===== config.mk =====
export PLATFORM = sky130hd
export DESIGN_NAME = reservation_station
export DESIGN_NICKNAME = d
export VERILOG_FILES = /design/src/rtl/rs_pkg.sv /design/src/rtl/find_first_set.sv /design/src/rtl/reservation_station.sv
export SDC_FILE = /design/constraint.sdc
export NUM_CORES = 1
export LEC_CHECK = 0
export ABC_CLOCK_PERIOD_IN_PS = 5900
export CELL_PAD_IN_SITES_DETAIL_PLACEMENT = 0
export CELL_PAD_IN_SITES_GLOBAL_PLACEMENT = 2
export CORE_ASPECT_RATIO = 1.2
export CORE_UTILIZATION = 41
export CTS_CLUSTER_DIAMETER = 80
export DETAILED_ROUTE_END_ITERATION = 7
export GPL_TIMING_DRIVEN = 1
export PLACE_DENSITY_LB_ADDON = 0.1
export SLEW_MARGIN = 10
export SYNTH_ARGS = -nofsm -noshare
export SYNTH_HDL_FRONTEND = slang
export SYNTH_SLANG_ARGS = --single-unit

===== constraint.sdc =====
create_clock -name clk -period 5.9 [get_ports clk]
set_input_delay 0.59 -clock clk [delete_from_list [all_inputs] [get_ports clk]]
set_output_delay 0.59 -clock clk [all_outputs]
set_load 0.01 [all_outputs]

===== src/rtl/rs_pkg.sv =====
`default_nettype none
// ============================================================================
// Module      : rs_pkg
// Description : Shared widths and entry record types for the reservation
//               station, dispatch and ROB.
// Revision    : 1.0  initial release
// ============================================================================
package rs_pkg;

    localparam int RS_DATA_WIDTH = 32;
    localparam int RS_TAG_WIDTH  = 4;
    localparam int RS_OP_WIDTH   = 4;

    typedef struct packed {
        logic                     rdy;
        logic [RS_TAG_WIDTH-1:0]  tag;
        logic [RS_DATA_WIDTH-1:0] val;
    } rs_src_t;

    typedef struct packed {
        logic                    valid;
        logic [RS_OP_WIDTH-1:0]  op;
        logic [RS_TAG_WIDTH-1:0] dest_tag;
        rs_src_t                 src1;
        rs_src_t                 src2;
    } rs_entry_t;

endpackage : rs_pkg
`default_nettype wire


===== src/rtl/find_first_set.sv =====
`default_nettype none
// ============================================================================
// Module      : find_first_set
// Description : Priority encoder returning a found flag and the lowest set
//               bit index of a vector.
// Revision    : 1.0  initial release
// ============================================================================
module find_first_set #(
    parameter int WIDTH     = 4,
    parameter int IDX_WIDTH = (WIDTH > 1) ? $clog2(WIDTH) : 1
) (
    input  logic [WIDTH-1:0]     vec,
    output logic                 found,
    output logic [IDX_WIDTH-1:0] idx
);

    // Scanning downward lets the lowest set bit overwrite any higher one.
    always_comb begin
        found = 1'b0;
        idx   = '0;
        for (int i = WIDTH - 1; i >= 0; i--) begin
            if (vec[i]) begin
                found = 1'b1;
                idx   = IDX_WIDTH'(i);
            end
        end
    end

endmodule : find_first_set
`default_nettype wire


===== src/rtl/reservation_station.sv =====
`default_nettype none
// ============================================================================
// Module      : reservation_station
// Description : Per-FU micro-op buffer: holds ops until both operands arrive
//               from dispatch or the CDB, then issues via valid/ready.
// Revision    : 1.0  initial release
// ============================================================================
module reservation_station
    import rs_pkg::*;
#(
    parameter int NUM_ENTRIES = 4,
    parameter int DATA_WIDTH  = RS_DATA_WIDTH,
    parameter int TAG_WIDTH   = RS_TAG_WIDTH,
    parameter int OP_WIDTH    = RS_OP_WIDTH
) (
    input  logic                          clk,
    input  logic                          rst,
    input  logic                          flush,

    input  logic                          disp_valid,
    output logic                          disp_ready,
    input  logic [OP_WIDTH-1:0]           disp_op,
    input  logic [TAG_WIDTH-1:0]          disp_dest_tag,
    input  logic                          disp_src1_rdy,
    input  logic                          disp_src2_rdy,
    input  logic [DATA_WIDTH-1:0]         disp_src1_val,
    input  logic [DATA_WIDTH-1:0]         disp_src2_val,
    input  logic [TAG_WIDTH-1:0]          disp_src1_tag,
    input  logic [TAG_WIDTH-1:0]          disp_src2_tag,

    input  logic                          cdb_valid,
    input  logic [TAG_WIDTH-1:0]          cdb_tag,
    input  logic [DATA_WIDTH-1:0]         cdb_data,

    output logic                          issue_valid,
    input  logic                          issue_ready,
    output logic [OP_WIDTH-1:0]           issue_op,
    output logic [TAG_WIDTH-1:0]          issue_dest_tag,
    output logic [DATA_WIDTH-1:0]         issue_src1,
    output logic [DATA_WIDTH-1:0]         issue_src2,

    output logic [$clog2(NUM_ENTRIES):0]  occupancy
);

    localparam int c_IDX_WIDTH = $clog2(NUM_ENTRIES);
    localparam int c_CNT_WIDTH = c_IDX_WIDTH + 1;

    rs_entry_t                r_entries [NUM_ENTRIES];
    logic [c_CNT_WIDTH-1:0]   r_occ;
    logic                     r_lock_valid;
    logic [c_IDX_WIDTH-1:0]   r_lock_idx;

    logic [NUM_ENTRIES-1:0]   w_free;
    logic [NUM_ENTRIES-1:0]   w_elig;
    logic                     w_alloc_found;
    logic [c_IDX_WIDTH-1:0]   w_alloc_idx;
    logic                     w_elig_found;
    logic [c_IDX_WIDTH-1:0]   w_elig_idx;
    logic [c_IDX_WIDTH-1:0]   w_sel_idx;
    logic                     w_disp_fire;
    logic                     w_issue_fire;
    logic                     w_bypass1;
    logic                     w_bypass2;
    rs_entry_t                w_new_entry;

    always_comb begin
        w_free = '0;
        w_elig = '0;
        for (int i = 0; i < NUM_ENTRIES; i++) begin
            w_free[i] = ~r_entries[i].valid;
            w_elig[i] = r_entries[i].valid & r_entries[i].src1.rdy & r_entries[i].src2.rdy;
        end
    end

    find_first_set #(
        .WIDTH     (NUM_ENTRIES),
        .IDX_WIDTH (c_IDX_WIDTH)
    ) u_alloc_ffs (
        .vec   (w_free),
        .found (w_alloc_found),
        .idx   (w_alloc_idx)
    );

    find_first_set #(
        .WIDTH     (NUM_ENTRIES),
        .IDX_WIDTH (c_IDX_WIDTH)
    ) u_issue_ffs (
        .vec   (w_elig),
        .found (w_elig_found),
        .idx   (w_elig_idx)
    );

    // A locked entry stays valid until accepted, so the lock alone implies issue_valid.
    assign w_sel_idx      = r_lock_valid ? r_lock_idx : w_elig_idx;
    assign issue_valid    = r_lock_valid | w_elig_found;
    assign issue_op       = r_entries[w_sel_idx].op;
    assign issue_dest_tag = r_entries[w_sel_idx].dest_tag;
    assign issue_src1     = r_entries[w_sel_idx].src1.val;
    assign issue_src2     = r_entries[w_sel_idx].src2.val;

    assign disp_ready   = (r_occ != c_CNT_WIDTH'(NUM_ENTRIES));
    assign occupancy    = r_occ;
    assign w_disp_fire  = disp_valid & disp_ready & w_alloc_found;
    assign w_issue_fire = issue_valid & issue_ready;

    assign w_bypass1 = cdb_valid & ~disp_src1_rdy & (disp_src1_tag == cdb_tag);
    assign w_bypass2 = cdb_valid & ~disp_src2_rdy & (disp_src2_tag == cdb_tag);

    always_comb begin
        w_new_entry           = '0;
        w_new_entry.valid     = 1'b1;
        w_new_entry.op        = disp_op;
        w_new_entry.dest_tag  = disp_dest_tag;
        w_new_entry.src1.rdy  = disp_src1_rdy | w_bypass1;
        w_new_entry.src1.tag  = disp_src1_tag;
        w_new_entry.src1.val  = w_bypass1 ? cdb_data : disp_src1_val;
        w_new_entry.src2.rdy  = disp_src2_rdy | w_bypass2;
        w_new_entry.src2.tag  = disp_src2_tag;
        w_new_entry.src2.val  = w_bypass2 ? cdb_data : disp_src2_val;
    end

    // Dispatch targets a free slot and wakeup only valid ones, so their writes never collide.
    always_ff @(posedge clk) begin
        if (rst || flush) begin
            for (int i = 0; i < NUM_ENTRIES; i++) begin
                r_entries[i].valid <= 1'b0;
            end
            r_occ        <= '0;
            r_lock_valid <= 1'b0;
            r_lock_idx   <= '0;
        end else begin
            for (int i = 0; i < NUM_ENTRIES; i++) begin
                if (r_entries[i].valid && cdb_valid) begin
                    if (!r_entries[i].src1.rdy && (r_entries[i].src1.tag == cdb_tag)) begin
                        r_entries[i].src1.rdy <= 1'b1;
                        r_entries[i].src1.val <= cdb_data;
                    end
                    if (!r_entries[i].src2.rdy && (r_entries[i].src2.tag == cdb_tag)) begin
                        r_entries[i].src2.rdy <= 1'b1;
                        r_entries[i].src2.val <= cdb_data;
                    end
                end
            end

            if (w_issue_fire) begin
                r_entries[w_sel_idx].valid <= 1'b0;
            end

            if (w_disp_fire) begin
                r_entries[w_alloc_idx] <= w_new_entry;
            end

            if (issue_valid && !issue_ready) begin
                r_lock_valid <= 1'b1;
                r_lock_idx   <= w_sel_idx;
            end else begin
                r_lock_valid <= 1'b0;
            end

            r_occ <= r_occ + c_CNT_WIDTH'(w_disp_fire) - c_CNT_WIDTH'(w_issue_fire);
        end
    end

endmodule : reservation_station
`default_nettype wire


# Word level (Yosys, flattened, before mapping)
# Memories as Yosys holds them, arrays and structs flattened.
# Cells that the tools add are included.
[op_classes]
n_addsub = 2
reduce_logical = 23
eq_ne = 11
muxes = 60
bitwise = 20
[op_table]
columns = ["op", "n"]
rows = [
  ["$mux W32", 2],
  ["$mux W1", 49],
  ["$eq A4 B4 Y1", 10],
  ["$mux W2", 9],
  ["$and A1 B1 Y1", 15],
  ["$logic_and A1 B1 Y1", 13],
  ["$logic_not A1 Y1", 9],
  ["$add A3 B1 Y3", 1],
  ["$ne A3 B3 Y1 const B", 1],
  ["$or A1 B1 Y1", 3],
  ["$sub A3 B1 Y3", 1],
  ["$not A1 Y1", 2],
  ["$logic_or A1 B1 Y1", 1],
]
[word_totals]
wordCells = 120
mem_count = 1
out_inout_bits = 77
mem_bits_rw = 332
input_bits = 124
ff_bits = 6
[mem_list]
columns = ["memory", "depth", "word_bits", "rd", "rd_ports_with_merged_regs", "write_ports", "line_no", "source"]
rows = [
  ["r_entries", 4, 83, 5, 0, 6, "reservation_station.sv:48", "rs_entry_t r_entries [NUM_ENTRIES];"],
]

# Longest topological paths before layout
# Gate-level depths: netlist of run 1.
# An unclocked memory read counts as a cell.
[logic_depth]
word_depth = 12
ltp_mapped = 10

# Hierarchy
# A second synthesis of run 1 with hierarchy kept.
[unflattened]
cells_unflattened = 896
hier_area_um2 = 15895.2
[by_module_without_submodules]
columns = ["module", "n_inst", "cells_each", "area_per_inst_um2"]
rows = [
  ["reservation_station", 1, 882, 15825.2],
  ["find_first_set", 2, 7, 35.0],
]

# Worst setup path before layout of run 1
# OpenSTA, ideal clock, no wires.
[synth_path]
kind = "input port to flip-flop"
startpoint = "in flush"
endpoint = "mem r_entries[2][0] in the netlist's numbering (enable)"
setup_ns = 0.514
path_stages = 4
path_slack_ns = 0.790
path_buffers = 1
t_arrival_ns = 4.595
required_ns = 5.386
path_cell_list = "nor2_2 -> clkbuf_1 -> nand3_1 -> o41ai_1"
[synth_lines]
columns = ["item", "line_no", "source"]
rows = [
  ["start, declared", "reservation_station.sv:18", "input logic flush,"],
  ["end, declared", "reservation_station.sv:48", ""],
]

==> key figures, run 1 <==
Timing
  • Final worst path period share: 0.742
  • Setup TNS: 0 ps
  • Fin. max-slew vios: 0
  • FMAX: 228 MHz
  • Hold Vio Cnt, Final: 0
  • Measured slew at the worst slew-check pin: 1240 ps
  • Setup Skew: 15.6 ps
  • Fin worst setup slack: 1520 ps
  • RSZ-0062 raised after global routing: no
  • Max_slew headroom: 0.173
  • Crit path time final: 4380 ps
  • Final setup fails: 0

CTS
  • Clk slew on worst S/H paths: 60 ps
  • Cts hold-fix bufs: 0
  • CTS root buf: clkbuf_16
  • Clock tree buffer depth: 3
  • TritonCTS clock tree: yes
  • Sink Count: 338
  • H-tree levels: 2
  • Post-CTS setup buffers: 0
  • Post-CTS sizing: 0
  • Worst skew pair latency: 520 ps
  • CTS Buf Count: 37

Power
  • NetSw: 1.10 mW
  • Sw frac: 0.214
  • Pwr Density: 256 nW/um^2
  • Leakage: 6.81 nW
  • Power share of the clock group: 0.402
  • Maximum VDD drop: 0.000208 V
  • Internal: 4.04 mW
  • Flop pwr share: 0.521
  • Comb power frac: 0.076

Drt
  • DR pass1 iterations: 4
  • Routed vias/inst: 5.32
  • Drt total wl: 40.5 mm
  • Detailed Route Iter0 Violations: 552
  • ANT nets after route: 0
  • Routed vias: 9365
  • Routed wire length per instance: 23.0 um
  • Number of remaining DRC errors: 0

Synth
  • Unique cell type count in the Yosys netlist: 43
  • Sequential cell area fraction in the yosys report: 0.608
  • Cells after Synth: 1008
  • #FFs+latches synth: 338
  • Ys Warns: 0
  • Synth Area per Inst: 16.3 um^2
  • Post-synth top area cell: edfxtp_1
  • Top cells by area, synth: edfxtp_1, mux2_2, mux2i_1
  • Synthesized Nets: 1135
  • Cell area after synthesis: 16400 um^2
  • Synth top area share: 0.586

GRT
  • Vias in the first global route: 9718
  • Antenna violations before repair: 1
  • Gr ovfl total: 0
  • Largest net degree at the start of global routing: 52
  • First-pass GRT wire length: 60.9 mm
  • Total track usage: 0.201

Final layout
  • FILL cells: 3353
  • Nets: 1338
  • Final std cells w/o fill: 1761
  • Final core occ: 0.513
  • Commonest non-fill, non-tap cell in the layout: edfxtp_1
  • Share of cells above drive strength 1: 0.233
  • Layout Area Growth over Synthesis: 22.3%
  • Most frequent cells in the layout: edfxtp_1, mux2i_1, clkdlybuf4s50_1
  • Ant. Diodes: 0

Floorplanning
  • Die height: 221 um
  • Core area: 39100 um^2
  • Row Count: 79
  • Total die area: 40800 um^2
  • Initial core utilization: 0.419
  • Die Span X: 185 um
  • Boundary pin count: 201

Placed design
  • GP Congestion: 0.744
  • Port Buffers: 200
  • HPWL Detailed: 25.6 mm
  • Worst slack at placement: 1670 ps
  • Placed Cells: 1698

Worst hold path
  • Worst Hold Class: flop to flop

Worst setup path
  • Worst Setup Start Kind: flop
  • Endpoint class of the critical path: output port
  • Critical Path AT: 3790 ps
  • Req. time, crit path: 5310 ps
  • Worst-path fanout max: 44
  • CP Class: flop to output port

Outcome
  • Status: complete, no violations

Job
  • MaxCap Viol Count: 0
==> worst max-delay path, cell delays in order, from the launching register on <==
cell and delay (ps):
dfxtp_1 400, a31oi_1 470, a32o_4 890, buf_4 480, mux2i_1 130, mux2i_1 270, clkdlybuf4s50_1 600
==> per-layer routing <==
layer  track usage  up-vias  routed length [um]
met4        0.0454        2                 652
met1         0.272     4783               18300
met5             0        -                   9
li1              -     4336                   -
met3        0.0293       41                1520
met2         0.341      203               20000
==> cell type report <==
| cell class | count | area [um^2] | share of cell area |
|---|---|---|---|
| inverter | 6 | 22.5 | 0.00112 |
| timing repair buffer | 222 | 2200 | 0.110 |
| clock buffer | 50 | 985 | 0.0491 |
| multi-input combinational | 606 | 6170 | 0.307 |
| sequential | 338 | 9970 | 0.497 |
| clock inverter | 13 | 56.3 | 0.00281 |
| tap | 526 | 658 | 0.0328 |
==> through the flow <==
| step | cell area [um^2] | power (mW) | hold slack, ps |
|---|---|---|---|
| floorplan | 16400 | 2.91 | 460 |
| global placement | 19000 | 3.12 | 495 |
| detailed placement | 19000 | 3.13 | 499 |
| CTS | 20100 | 5.20 | 507 |
| global route | 20100 | 5.31 | 523 |
| finish | 20100 | 5.14 | 507 |
==> synth_stat cells <==
library cell    n
a2111oi_0       1
a21boi_1        1
a2bb2oi_1       8
a31o_2          5
a31oi_1         1
a32o_1          1
a32oi_1         1
a41o_1          1
and2_1          4
and3_1          2
buf_1           1
buf_2          34
buf_4          16
buf_6           3
clkbuf_1        4
dfxtp_1        18
edfxtp_1      320
fa_1            1
ha_1            2
inv_1           6
mux2_1         60
mux2_2        196
mux2i_1       217
nand2_1         7
nand2b_1        2
nand3_1        15
nand4_1         3
nor2_1          8
nor2_2          4
nor2_4          1
nor2b_1         2
nor3_1          4
nor3_2          1
nor4_1          2
nor4_2          1
nor4b_4         2
o21a_1          2
o21ai_0         2
o41ai_1         4
or3_1           1
or3b_1          2
xnor2_1        26
xor2_1         16
==> flip-flops by register name (all words and copies together), names as in the netlist <==
register      flops
occupancy         3
r_entries       332
r_lock_idx        2
r_lock_valid      1
==> power groups by stage <==
stage | clock network, mW | registers, mW | logic (mW)
2_1_floorplan | 0 | 2.73 | 0.184
5_1_grt | 2.21 | 2.68 | 0.424
3_3_place_gp | 0 | 2.73 | 0.390
6_report | 2.07 | 2.68 | 0.393
3_5_place_dp | 0 | 2.73 | 0.396
4_1_cts | 2.12 | 2.68 | 0.398
==> path summary, 6_finish.rpt <==
kind	from	endpoint	slack [ps]	cells after the start
worst max register to register	occupancy[1]	r_entries[1][26]	2760	5
worst min-delay path	r_entries[1][36]	r_entries[1][36]	510	1
worst min register to register	r_entries[1][36]	r_entries[1][36]	510	1
worst max-delay path	r_entries[0][82]	issue_op[3]	1520	6
==> cells by family after synthesis <==
family / count (synthesis) / share of synthesized area
mux: 473 / 0.308
flops: 338 / 0.608
buf+inv: 64 / 0.0223
simple gates: 61 / 0.0229
xor+xnor: 42 / 0.0224
compound gates: 27 / 0.0137
fa+ha+maj: 3 / 0.00275
Note: power is estimated with default switching activity, not from simulation.
==> run 2, diff against run 1 <==
ABC_CLOCK_PERIOD_IN_PS = 4200   (was 5900)
clock period = 4.2 ns   (was 5.9 ns; I/O delays follow)
==> run 2 against run 1 <==
- sequential share of layout area shrank 1.1 points
- register-to-register slack lost 1400 ps
- non-clock buffer count grew 21
- worst setup slack lost 1200 ps
- combinational power grew 41%
- utilization grew 1.1 points
- critical endpoint is now issue_src1[16]
- largest cell class unchanged
- highest routed layer unchanged
==> key figures, run 2 (synthesized netlist as in run 1, its figures left out) <==
Final layout
  • Nets: 1359
  • Commonest non-fill, non-tap cell in the layout: edfxtp_1
  • Most frequent cells in the layout: edfxtp_1, mux2i_1, clkdlybuf4s50_1
  • Share of cells above drive strength 1: 0.248
  • Layout Area Growth over Synthesis: 25.1%
  • Largest Register: r_entries
  • Max reg flops: 332

CTS
  • Post-CTS sizing: 0
  • CTS root buf: clkbuf_16
  • Clk slew on worst S/H paths: 60 ps
  • Clock tree buffer depth: 3
  • CTS Buf Count: 37
  • TritonCTS clock tree: yes
  • Cts hold-fix bufs: 0
  • Sink Count: 338
  • Post-CTS setup buffers: 0
  • Worst skew pair latency: 530 ps
  • H-tree levels: 2

Worst setup path
  • Reg2Reg Depth: 10
  • Crit path to: issue_src1[16]
  • Critical-path cell list: a31oi_1 -> a32o_4 -> buf_12 -> mux2i_1 -> mux2i_1 -> clkdlybuf4s50_1
  • CP most frequent cell: mux2i_1
  • Worst path bufs/invs: 2
  • Worst Setup Start Kind: flop
  • Worst path max stage delay: 670 ps
  • Critical Path AT: 3420 ps
  • Req. time, crit path: 3780 ps
  • Reg2Reg Setup Slack: 1340 ps
  • CP Launch Point: r_entries[0][82]
  • Largest delay share family, worst path: compound AO/OA/AOI/OAI gates
  • CP max stage cell: a32o_4
  • R2r endpoint: occupancy[2]
  • Endpoint class of the critical path: output port
  • CP Depth: 6
  • Critical R2R Launch: r_entries[0][82]
  • CP Class: flop to output port
  • Worst-path fanout max: 36

Timing
  • Fin. max-slew vios: 0
  • Measured slew at the worst slew-check pin: 1160 ps
  • Setup Skew: 19.0 ps
  • Final setup fails: 0
  • Max_slew headroom: 0.221
  • Crit path time final: 3840 ps
  • Final worst path period share: 0.914
  • Setup TNS: 0 ps
  • FMAX: 261 MHz
  • Hold Vio Cnt, Final: 0
  • RSZ-0062 raised after global routing: no

Drt
  • Drt total wl: 41.4 mm
  • Routed vias/inst: 5.26
  • ANT nets after route: 0
  • Routed vias: 9401
  • Detailed Route Iter0 Violations: 340
  • Number of remaining DRC errors: 0
  • Routed wire length per instance: 23.2 um
  • DR pass1 iterations: 4

Worst hold path
  • Worst Hold Class: flop to flop

Power
  • Final Power: 7.42 mW
  • Maximum VDD drop: 0.000251 V
  • Leakage: 7.06 nW
  • Pwr Density: 362 nW/um^2

Floorplanning
  • Die Span X: 185 um
  • Core area: 39100 um^2
  • Initial core utilization: 0.419
  • Row Count: 79
  • Boundary pin count: 201
  • Total die area: 40800 um^2
  • Die height: 221 um

GRT
  • Total track usage: 0.206
  • Vias in the first global route: 9782
  • First-pass GRT wire length: 61.5 mm
  • Gr ovfl total: 0
  • Largest net degree at the start of global routing: 37
  • Antenna violations before repair: 2

Job
  • MaxCap Viol Count: 0

Placed design
  • HPWL Detailed: 26.5 mm
  • Port Buffers: 200
  • GP Congestion: 0.754

Outcome
  • Status: complete, no violations
==> run 2: per-stage QoR <==
stage | utilization | setup slack (ps) | hold WS (ps) | area, um^2 | std cells
global placement | 0.495 | 876 | 498 | 19400 | 1719
finish | 0.524 | 363 | 517 | 20500 | 1788
floorplan | - | 789 | 460 | 16400 | 1008
CTS | 0.524 | 307 | 512 | 20500 | 1786
detailed placement | 0.495 | 830 | 501 | 19400 | 1719
global route | 0.524 | 153 | 518 | 20500 | 1787
==> run 2: final cells by class <==
class / count / area [um^2]
clock buffer: 49 / 1010
inverter: 6 / 22.5
clock inverter: 18 / 131
fill: 3349 / 18600
timing repair buffer: 243 / 2500
antenna: 2 / 5.00
tap: 526 / 658
sequential: 338 / 9970
multi-input combinational: 606 / 6210
==> run 2: worst min path at each step <==
stage | cells past startpoint | slack [ps] | from | to
2_1_floorplan | 2 | 460 | r_entries[3][82] | r_entries[3][82]
3_3_place_gp | 1 | 500 | r_entries[0][73] | r_entries[0][73]
4_1_cts | 1 | 510 | disp_dest_tag[0] | r_entries[2][74]
6_report | 1 | 520 | r_entries[0][73] | r_entries[0][73]
3_5_place_dp | 1 | 500 | r_entries[0][73] | r_entries[0][73]
5_1_grt | 1 | 520 | r_entries[0][73] | r_entries[0][73]
==> run 2: routing by layer <==
layer	track usage	vias to the layer above	share of wire
li1	-	4382	-
met1	0.251	4758	0.42
met2	0.368	203	0.51
met3	0.0360	56	0.047
met4	0.0581	2	0.021
met5	0	-	0.00029
==> run 2: report_power, final <==
part           switching (mW)  total (mW)  internal [mW]
combinational           0.250       0.554          0.304
sequential             0.0217        3.76           3.74
clock                    1.28        3.10           1.82
==> run 3, diff against run 2 <==
CTS_CLUSTER_SIZE = 28   (was not set)
==> run 3 against run 2 <==
- total power shrank 16%
- global-route usage shrank 0.30 points
- clock skew grew 3.7 ps
- clock power shrank 37%
- non-clock buffer count is the same
- combinational power is essentially flat
- design area shrank 3.0%
- wire length shrank 0.86%
- critical path depth is the same
- final cell count shrank 2.2%
==> key figures, run 3 (synthesized netlist as in run 1, its figures left out) <==
Power
  • Comb power frac: 0.088
  • NetSw: 1.38 mW
  • Maximum VDD drop: 0.000300 V
  • Pwr Density: 315 nW/um^2
  • Sw frac: 0.221
  • Leakage: 6.75 nW
  • Final Power: 6.26 mW
  • Flop pwr share: 0.600
  • Internal: 4.87 mW
  • Power share of the clock group: 0.311

CTS
  • Post-CTS sizing: 0
  • Worst skew pair latency: 540 ps
  • CTS Buf Count: 17
  • Cts hold-fix bufs: 0
  • H-tree levels: 1
  • Sink Count: 338
  • Clock tree buffer depth: 3
  • TritonCTS clock tree: yes
  • Post-CTS setup buffers: 0
  • CTS root buf: clkbuf_16
  • Clk slew on worst S/H paths: 110 ps

Worst setup path
  • Reg2Reg Setup Slack: 1320 ps
  • Critical R2R Launch: r_entries[0][82]
  • Critical Path AT: 3450 ps
  • Req. time, crit path: 3780 ps
  • Worst-path fanout max: 36
  • R2r endpoint: occupancy[2]
  • Worst Setup Start Kind: flop
  • Endpoint class of the critical path: output port
  • CP Class: flop to output port
  • Reg2Reg Depth: 10

Placed design
  • Worst slack at placement: 830 ps
  • Port Buffers: 200
  • GP Congestion: 0.754
  • Placed Cells: 1719
  • HPWL Detailed: 26.5 mm
  • DP Area: 19400 um^2

Worst hold path
  • Hold EP: r_entries[3][74]
  • HP Start: disp_dest_tag[0]
  • WHS Path Cells: 1
  • Worst Hold Class: input pin to flop

Drt
  • DR pass1 iterations: 4
  • Number of remaining DRC errors: 0
  • Routed vias/inst: 5.28
  • ANT nets after route: 0
  • Routed wire length per instance: 23.5 um
  • Drt total wl: 41.1 mm
  • Routed vias: 9234
  • Detailed Route Iter0 Violations: 396

Floorplanning
  • Row Count: 79
  • Die height: 221 um
  • Boundary pin count: 201
  • Initial core utilization: 0.419
  • Total die area: 40800 um^2
  • Core area: 39100 um^2
  • Die Span X: 185 um

Final layout
  • Layout Area Growth over Synthesis: 21.3%
  • Largest Register: r_entries
  • Final std cells w/o fill: 1748
  • Most frequent cells in the layout: edfxtp_1, mux2i_1, clkdlybuf4s50_1
  • Nets: 1339
  • Commonest non-fill, non-tap cell in the layout: edfxtp_1
  • Design area: 19900 um^2
  • Max reg flops: 332
  • Share of cells above drive strength 1: 0.238

GRT
  • Antenna violations before repair: 2
  • Largest net degree at the start of global routing: 37
  • Total track usage: 0.203
  • Gr ovfl total: 0
  • Vias in the first global route: 9462
  • First-pass GRT wire length: 60.8 mm

Timing
  • Setup Skew: 22.7 ps
  • Fin. max-slew vios: 0
  • Hold Vio Cnt, Final: 0
  • Setup TNS: 0 ps
  • RSZ-0062 raised after global routing: no
  • Crit path time final: 3870 ps
  • Final worst path period share: 0.921
  • Max_slew headroom: 0.222
  • Fin worst setup slack: 331 ps
  • Final setup fails: 0
  • Measured slew at the worst slew-check pin: 1160 ps
  • FMAX: 258 MHz

Outcome
  • Status: complete, no violations

Job
  • MaxCap Viol Count: 0
run 3: worst max-delay path by stage:
stage / to / depth (start not counted) / slack [ps] / from
CTS: issue_src1[0] / 6 / 280 / r_entries[0][82]
global route: issue_src1[21] / 6 / 120 / r_entries[0][82]
finish: issue_src1[21] / 6 / 330 / r_entries[0][82]
detailed placement: r_entries[1][17] / 6 / 830 / flush
global placement: r_entries[1][30] / 6 / 880 / flush
floorplan: r_entries[2][0] / 4 / 790 / flush
run 3: metal layers:
metal / wire length (um) / global-route usage
met1: 17300 / 0.253
met2: 21100 / 0.363
met3: 1940 / 0.0311
met4: 769 / 0.0476
met5: 12 / 0
run 3: through the flow:
| stage | utilization | hold slack, ps |
|---|---|---|
| floorplan | - | 460 |
| global placement | 0.495 | 498 |
| detailed placement | 0.495 | 501 |
| CTS | 0.508 | 507 |
| global route | 0.508 | 519 |
| finish | 0.508 | 520 |
run 3: worst max-delay path: stages (launching register included):
cell and delay [ps]:
dfxtp_1 410, a31oi_1 460, a32o_4 680, buf_12 330, mux2i_1 130, mux2i_1 250
clkdlybuf4s50_1 590
run 3: layout make-up:
cell class	instances	area (um^2)
diodes	1	2.50
clock buffers	22	475
multi-input cells	606	6210
flip-flops and latches	338	9970
repair buffers	243	2500
well taps	526	658
fillers	3395	19200
clock inverters	6	56.3
inverters	6	22.5
run 3: power by group through the flow:
stage          clock [mW]  sequential (mW)  combinational (mW)
4_1_cts              2.00             3.76               0.561
2_1_floorplan           0             3.83               0.259
3_5_place_dp            0             3.83               0.558
6_report             1.95             3.76               0.553
5_1_grt              2.11             3.76               0.599
3_3_place_gp            0             3.83               0.552
